<file path="config.mk">
export PLATFORM = sky130hd
export DESIGN_NAME = fetch_unit
export DESIGN_NICKNAME = d
export VERILOG_FILES = /design/src/rtl/fetch_unit.sv
export SDC_FILE = /design/constraint.sdc
export NUM_CORES = 1
export LEC_CHECK = 0
export BUFFER_PORTS_ARGS = -buffer_cell sky130_fd_sc_hd__buf_4
export CORE_ASPECT_RATIO = 0.6
export CORE_MARGIN = 2
export CORE_UTILIZATION = 52
export CTS_BUF_LIST = sky130_fd_sc_hd__clkbuf_16
export CTS_CLUSTER_DIAMETER = 40
export CTS_CLUSTER_SIZE = 16
export DETAILED_ROUTE_END_ITERATION = 12
export GPL_ROUTABILITY_DRIVEN = 0
export GPL_TIMING_DRIVEN = 0
export HOLD_SLACK_MARGIN = 0.12
export PLACE_DENSITY_LB_ADDON = 0.25
export SLEW_MARGIN = 25
export SYNTH_ARGS = -nofsm -noshare
export SYNTH_HDL_FRONTEND = slang
export SYNTH_SLANG_ARGS = --single-unit
</file>
<file path="constraint.sdc">
create_clock -name clk -period 2.7 [get_ports clk]
set_input_delay 0.54 -clock clk [delete_from_list [all_inputs] [get_ports clk]]
set_output_delay 0.54 -clock clk [all_outputs]
set_load 0.01 [all_outputs]
</file>
<file path="src/rtl/fetch_unit.sv">
// Instruction fetch unit: drives the 16-bit program RAM port (one-cycle read latency),
// assembles 16/32-bit RISC-V instructions and hands them to decode over valid/ready.
// Optional feature macro: FETCH_RVC_EN enables compressed (16-bit) instruction decode;
// without it the unit is RV32I-only, fetching word-aligned 32-bit instructions.
module fetch_unit #(
  parameter int unsigned           ADDR_WIDTH = 14,
  parameter logic [ADDR_WIDTH:0]   RESET_PC   = '0
) (
  input  logic                  clk,
  input  logic                  rst_n,
  output logic [ADDR_WIDTH-1:0] mem_addr,
  input  logic [15:0]           mem_q,
  input  logic                  redirect,
  input  logic [ADDR_WIDTH:0]   redirect_pc,
  output logic [31:0]           instr,
  output logic [ADDR_WIDTH:0]   instr_pc,
  output logic                  instr_compressed,
  output logic                  instr_valid,
  input  logic                  instr_ready
);

  localparam int unsigned PW = ADDR_WIDTH + 1;

  localparam logic [1:0] REQ = 2'd0;
  localparam logic [1:0] LO  = 2'd1;
  localparam logic [1:0] HI  = 2'd2;
  localparam logic [1:0] OUT = 2'd3;

  localparam logic [ADDR_WIDTH:0] PC_INIT = {RESET_PC[ADDR_WIDTH:1], 1'b0};

  logic [1:0]            state, state_next;
  logic [ADDR_WIDTH:0]   pc, pc_next;
  logic [15:0]           lo, lo_next;
  logic [31:0]           instr_next;
  logic [ADDR_WIDTH:0]   instr_pc_next;
  logic                  comp_next, valid_next;
  logic [ADDR_WIDTH:0]   target_pc;
  logic [ADDR_WIDTH:0]   step_pc;
  logic                  is_rvc;
  logic [ADDR_WIDTH-1:0] pc_hw;

  assign pc_hw = pc[ADDR_WIDTH:1];

`ifdef FETCH_RVC_EN
  logic unused_redirect_bits;
  assign unused_redirect_bits = redirect_pc[0];
  assign target_pc = {redirect_pc[ADDR_WIDTH:1], 1'b0};
  // step_pc is only consumed in OUT, where instr_compressed describes the held instruction
  assign step_pc   = instr_compressed ? (pc + PW'(2)) : (pc + PW'(4));
  assign is_rvc    = (mem_q[1:0] != 2'b11);
`else
  logic unused_redirect_bits;
  assign unused_redirect_bits = redirect_pc[1] ^ redirect_pc[0];
  assign target_pc = {redirect_pc[ADDR_WIDTH:2], 2'b00};
  assign step_pc   = pc + PW'(4);
  assign is_rvc    = 1'b0;
`endif

  // RAM address: redirect target wins, otherwise the halfword each state needs next
  always_comb begin
    mem_addr = pc_hw;
    if (redirect && rst_n) begin
      mem_addr = target_pc[ADDR_WIDTH:1];
    end else begin
      case (state)
        REQ:     mem_addr = pc_hw;
        LO:      mem_addr = pc_hw + ADDR_WIDTH'(1);
        HI:      mem_addr = pc_hw + ADDR_WIDTH'(2);
        default: mem_addr = step_pc[ADDR_WIDTH:1];
      endcase
    end
  end

  // Next-state: fetch sequencing, instruction assembly and handshake
  always_comb begin
    state_next    = state;
    pc_next       = pc;
    lo_next       = lo;
    instr_next    = instr;
    instr_pc_next = instr_pc;
    comp_next     = instr_compressed;
    valid_next    = instr_valid;
    if (redirect) begin
      // Target address is already on mem_addr, so resume directly in LO
      state_next = LO;
      pc_next    = target_pc;
      valid_next = 1'b0;
    end else begin
      case (state)
        REQ: state_next = LO;
        LO: begin
          if (is_rvc) begin
            instr_next    = {16'h0000, mem_q};
            comp_next     = 1'b1;
            instr_pc_next = pc;
            valid_next    = 1'b1;
            state_next    = OUT;
          end else begin
            lo_next    = mem_q;
            state_next = HI;
          end
        end
        HI: begin
          instr_next    = {mem_q, lo};
          comp_next     = 1'b0;
          instr_pc_next = pc;
          valid_next    = 1'b1;
          state_next    = OUT;
        end
        default: begin
          if (instr_ready) begin
            pc_next    = step_pc;
            valid_next = 1'b0;
            state_next = LO;
          end
        end
      endcase
    end
  end

  // State and output registers
  always_ff @(posedge clk or negedge rst_n) begin
    if (!rst_n) begin
      state            <= REQ;
      pc               <= PC_INIT;
      lo               <= '0;
      instr            <= '0;
      instr_pc         <= '0;
      instr_compressed <= 1'b0;
      instr_valid      <= 1'b0;
    end else begin
      state            <= state_next;
      pc               <= pc_next;
      lo               <= lo_next;
      instr            <= instr_next;
      instr_pc         <= instr_pc_next;
      instr_compressed <= comp_next;
      instr_valid      <= valid_next;
    end
  end

endmodule

</file>
Word-level counts from Yosys, hierarchy flattened
Cells that the tools add are included.
{ "totals": {"output_inout_bits": 63, "memories": 0, "latchBits": 0, "elab_cells": 36, "reg_bits": 81, "rom_bits": 0, "mem_bits_rw": 0, "inputBits": 35} }
{ "classes": {"n_addsub": 3, "n_eq_ne": 4, "n_reduce_logical": 11, "order_cmp": 0, "mul": 0, "div_mod_pow": 0, "shift": 0, "mux": 11, "bitwise": 1} }
{ "ops": {"columns": ["operator", "count"], "rows": [
  ["2-to-1 mux 15 bit", 3],
  ["one-hot mux 14 bit (3 select lines)", 1],
  ["adder 15 x 3 -> 15 bit (second input constant)", 1],
  ["adder 14 x 1 -> 14 bit (second input constant)", 1],
  ["adder 14 x 2 -> 14 bit (second input constant)", 1],
  ["2-to-1 mux 14 bit", 1],
  ["AND reduction 2 bit", 4],
  ["one-hot mux 2 bit (3 select lines)", 1],
  ["nonzero test 5 bit", 1],
  ["2-to-1 mux 2 bit", 2],
  ["!= test 2 x 1 -> 1 bit (second input constant)", 2],
  ["nonzero test 3 bit", 1],
  ["OR reduction 3 bit", 1],
  ["equality test 2 x 1 -> 1 bit (second input constant)", 1],
  ["equality test 2 bit (second input constant)", 1],
  ["zero test 2 bit", 1],
  ["2-to-1 mux 1 bit", 2],
  ["one-hot mux 1 bit (2 select lines)", 1],
  ["nonzero test 2 bit", 1],
  ["OR reduction 2 bit", 1],
  ["logical AND 1 bit", 1],
  ["NOT 1 bit", 1]
]} }

Longest topological paths before layout
{ "depth": {"depth_word": 4, "mapped_depth": 7, "mapped_depth_nobuf": 6} }

Worst setup path before layout
OpenSTA, ideal clock, no wires.
{ "synth_timing": {"kind": "flip-flop to output port", "startpoint": "reg state[0]", "endpoint": "out mem_addr[11]", "path_slack_ps": 488, "t_arrival_ps": 1672, "path_stages_with_launch": 8, "required_ps": 2160, "n_path_buf": 1, "path_cell_list": "dfrtp_1 inv_1 ha_1 or2_1 buf_6 nor4_2 xnor2_1 a21oi_1"} }
{ "synth_between": {"elab_chain_len": 3, "word_cells_on_any_way": 5, "classes_between": "eq/ne: 2; mux: 2; reduce/logical: 1"} }
{ "synth_lines": {"columns": ["item", "line_no", "source"], "rows": [
  ["start: declaration", "31", "logic [1:0] state, state_next;"],
  ["start signal: assignment", "132", "state <= state_next;"],
  ["equality test 2 bit (tied with other cells)", "65", "case (state)"],
  ["one-hot mux 14 bit (3 select lines) *", "65", null],
  ["2-to-1 mux 14 bit *", "62", "if (redirect && rst_n) begin"],
  ["end: declaration", "11", "output logic [ADDR_WIDTH-1:0] mem_addr,"]
]} }
Mark *: on every way between the ends. The rest lies on a longest branch, timed or not.

Worst setup path in the final report
{ "layout_timing": {"startpoint": "reg state[0]", "endpoint": "out mem_addr[9]"} }
Same word-level chain as after synthesis.

==> flow_metrics.tcl <==
set metrics [dict create \
    nets 449 \
    drtIter0Drc 145 \
    cp-start-kind "register" \
    crit_path_end_kind "output port" \
    grt_max_degree 79 \
    routed_via_density 5.385 \
    finClkSkew_ns 0.004570 \
    multi_input_area_um2 1618 \
    grt_pass1_vias 2665 \
    placed_cell_area_um2 4461 \
    synth_edf_count 0 \
    worstMarginPinSlew_ns 0.5381 \
    fin_crit_sh_pct 96.49 \
    ys_ff_latch 77 \
    cts_tree "done" \
    die_width_um 112.2 \
    max_freq_mhz 383.9 \
    peakVddDrop_mv 0.5667 \
    io_pins 98 \
    htreeDepth 3 \
    fillers 468 \
    route.detailed.drc 0 \
    rows 23 \
    portBuffers 92 \
    vias 2687 \
    dpl.hpwl_um 6083 \
    antenna_found_initial 0 \
    cp_data_required_time_ns 2.16 \
    outcome "complete, no violations" \
    async_flop_share_pct 100.0 \
    final_antenna_net_count 0 \
    syn_to_final_growth_pct 31.92 \
    final_cells 499 \
    n_antenna_cell 0 \
    grt.total_usage_pct 22.42 \
    cp_data_arrival_time_ns 2.07 \
    synth_ff_type "dfrtp_1" \
    clk_path_buf_depth 2 \
    register_area_um2 1929 \
    stdcell_area_um2 4820 \
    start_util_pct 54.25 \
    synth_warnings 0 \
    dp_cells 482 \
    drive_gt1_share_pct 49.03 \
    die_y_um 68.93 \
    hold_violations 0 \
    worstPathMaxFanout 10 \
    wl_per_cell_um 16.93 \
    max-cap-violations 0 \
    p_per_area_nw_per_um2 1079 \
    power_mw 5.201 \
    grt_pass1_wl_um 13220 \
    grt_setup_unrepaired "false" \
    seq_area_frac_synth_pct 52.74 \
    clkLatencyLatePin_ns 0.33 \
    ys_types 34 \
    max_slew_margin_pct 64.13 \
    hold_path.class "in2async" \
    drv_slew 0 \
    synth.top_cell.area_share_pct 52.74 \
    r2r_start "state[1]$_DFFE_PN0P_" \
    finalSetupViolations 0 \
    fin_crit_ns 2.605 \
    dieArea_um2 7734 \
    setup_tns_ns 0 \
    synth_cells 301 \
    overflow 0 \
    core_um2 6734 \
    ctsHoldBuffers 0 \
    critical_path_class "reg2out" \
    reg2reg_depth 6 \
    rr_endpoint "lo[6]$_DFFE_PN0P_" \
    synth_top_area_cell "dfrtp_1" \
    drt_wl_total_um 8448 \
    cts_buffers 9 \
    leakage_nw 2.190 \
    dr.pass1.iters 4 \
    cts_sinks 77 \
    netlist_area_um2 3654 \
    ff2ff_setup_slack_ns 0.79 \
    ys_top_cells_by_area "dfrtp_1, mux2_2, xnor2_1, nand2_1, nor2_1" \
    avgSynthCellArea_um2 12.14 \
    root_buffer "clkbuf_16" \
    clk_pin_slew_worst_paths_ns 0.06 \
]
[registers in the layout, indices dropped and copies added, names as in the netlist]
name / cells
instr_valid: 1
instr: 32
pc: 13
instr_pc: 13
state: 2
lo: 16
[cells in the mapped netlist, types with 6 or more instances]
cell	n
a21oi_1	13
o21ai_0	10
mux2_2	60
nand2_1	22
dfrtp_1	77
buf_2	10
clkbuf_1	6
nor4_2	6
ha_1	6
nor3_1	8
xnor2_1	21
nor2_1	21
[power by group]
| part | internal, mW | switching [mW] | leakage, nW |
|---|---|---|---|
| clock network | 0.795 | 0.446 | 0.150 |
| registers | 1.65 | 0.282 | 0.932 |
| logic | 1.11 | 0.912 | 1.11 |
[worst max-delay path, stage by stage, from the launching register on]
cell and delay [ns]:
dfrtp_1 0.39, inv_1 0.08, ha_2 0.21, or2_4 0.27, buf_6 0.16, nor3_2 0.20
xnor2_1 0.15, a21oi_1 0.09, buf_4 0.17
[layout by cell type (no fill, tap or decap), types with 2 or more instances in the layout]
| master | instances |
|---|---|
| a21oi_1 | 13 |
| buf_2 | 10 |
| buf_4 | 97 |
| bufinv_16 | 2 |
| clkbuf_1 | 6 |
| clkbuf_16 | 9 |
| clkbuf_2 | 3 |
| conb_1 | 3 |
| dfrtp_1 | 75 |
| dfrtp_2 | 2 |
| ha_1 | 5 |
| inv_1 | 4 |
| mux2_2 | 60 |
| nand2_1 | 22 |
| nand3_1 | 3 |
| nand3_4 | 2 |
| nand4_1 | 4 |
| nor2_1 | 21 |
| nor3_1 | 6 |
| nor3_2 | 2 |
| nor4_2 | 5 |
| nor4_4 | 3 |
| o21ai_0 | 10 |
| o21ai_1 | 4 |
| xnor2_1 | 21 |
| xor2_1 | 3 |
[cell families (layout without fill, tap and decap cells)]
| logic type | count (synthesis) | count (layout) | share of synthesized area (%) |
|---|---|---|---|
| flip-flops | 77 | 77 | 52.74 |
| AND/OR/NAND/NOR | 74 | 74 | 12.26 |
| multiplexers | 61 | 61 | 18.77 |
| AO/OA/AOI/OAI | 31 | 31 | 4.487 |
| buffers and inverters | 27 | 136 | 3.835 |
| XOR/XNOR | 24 | 24 | 5.754 |
| adder cells (fa/ha/maj) | 6 | 6 | 2.055 |
| other | 1 | 3 | 0.1026 |
[how the worst max path moves through the flow]
stage,startpoint,to,slack [ns]
detailed placement,rst_n,mem_addr[12],-0.33
finish,state[0]$_DFFE_PN0P_,mem_addr[9],0.09
CTS,state[0]$_DFFE_PN0P_,mem_addr[11],0.05
global route,state[0]$_DFFE_PN0P_,mem_addr[6],0.0006
global placement,rst_n,mem_addr[2],-0.31
floorplan,state[0]$_DFFE_PN0P_,mem_addr[11],0.49
[per-layer routing]
metal | GRT usage (%) | up-vias | share of wire (%)
met3 | 6.381 | 15 | 7.7
met2 | 34.94 | 110 | 45
met5 | 0 | - | 0
met4 | 6.250 | 0 | 1.2
met1 | 31.19 | 1321 | 47
li1 | - | 1241 | -
[stage by stage]
step	hold WS [ns]	setup slack [ns]	util, %
floorplan	0.2444	0.4883	-
global placement	0.4813	-0.3138	66.24
detailed placement	0.4882	-0.3252	66.24
CTS	0.1993	0.05030	71.31
global route	0.1419	0.0006384	71.57
finish	0.09311	0.09483	71.57
[cell type report]
class,count,area share (%)
flip-flops and latches,77,40.03
multi-input cells,199,33.57
inverters,3,0.2336
repair buffers,94,14.90
clock inverters,6,1.661
plain buffers,24,2.674
well taps,87,2.259
clock buffers,9,4.673
[repair_timing]
action,CTS,global route
setup endpoints to repair,14,13
pin swaps,0,2
gates resized for setup,5,5
setup buffers,2,0
Note: power is estimated with default switching activity, not from simulation.
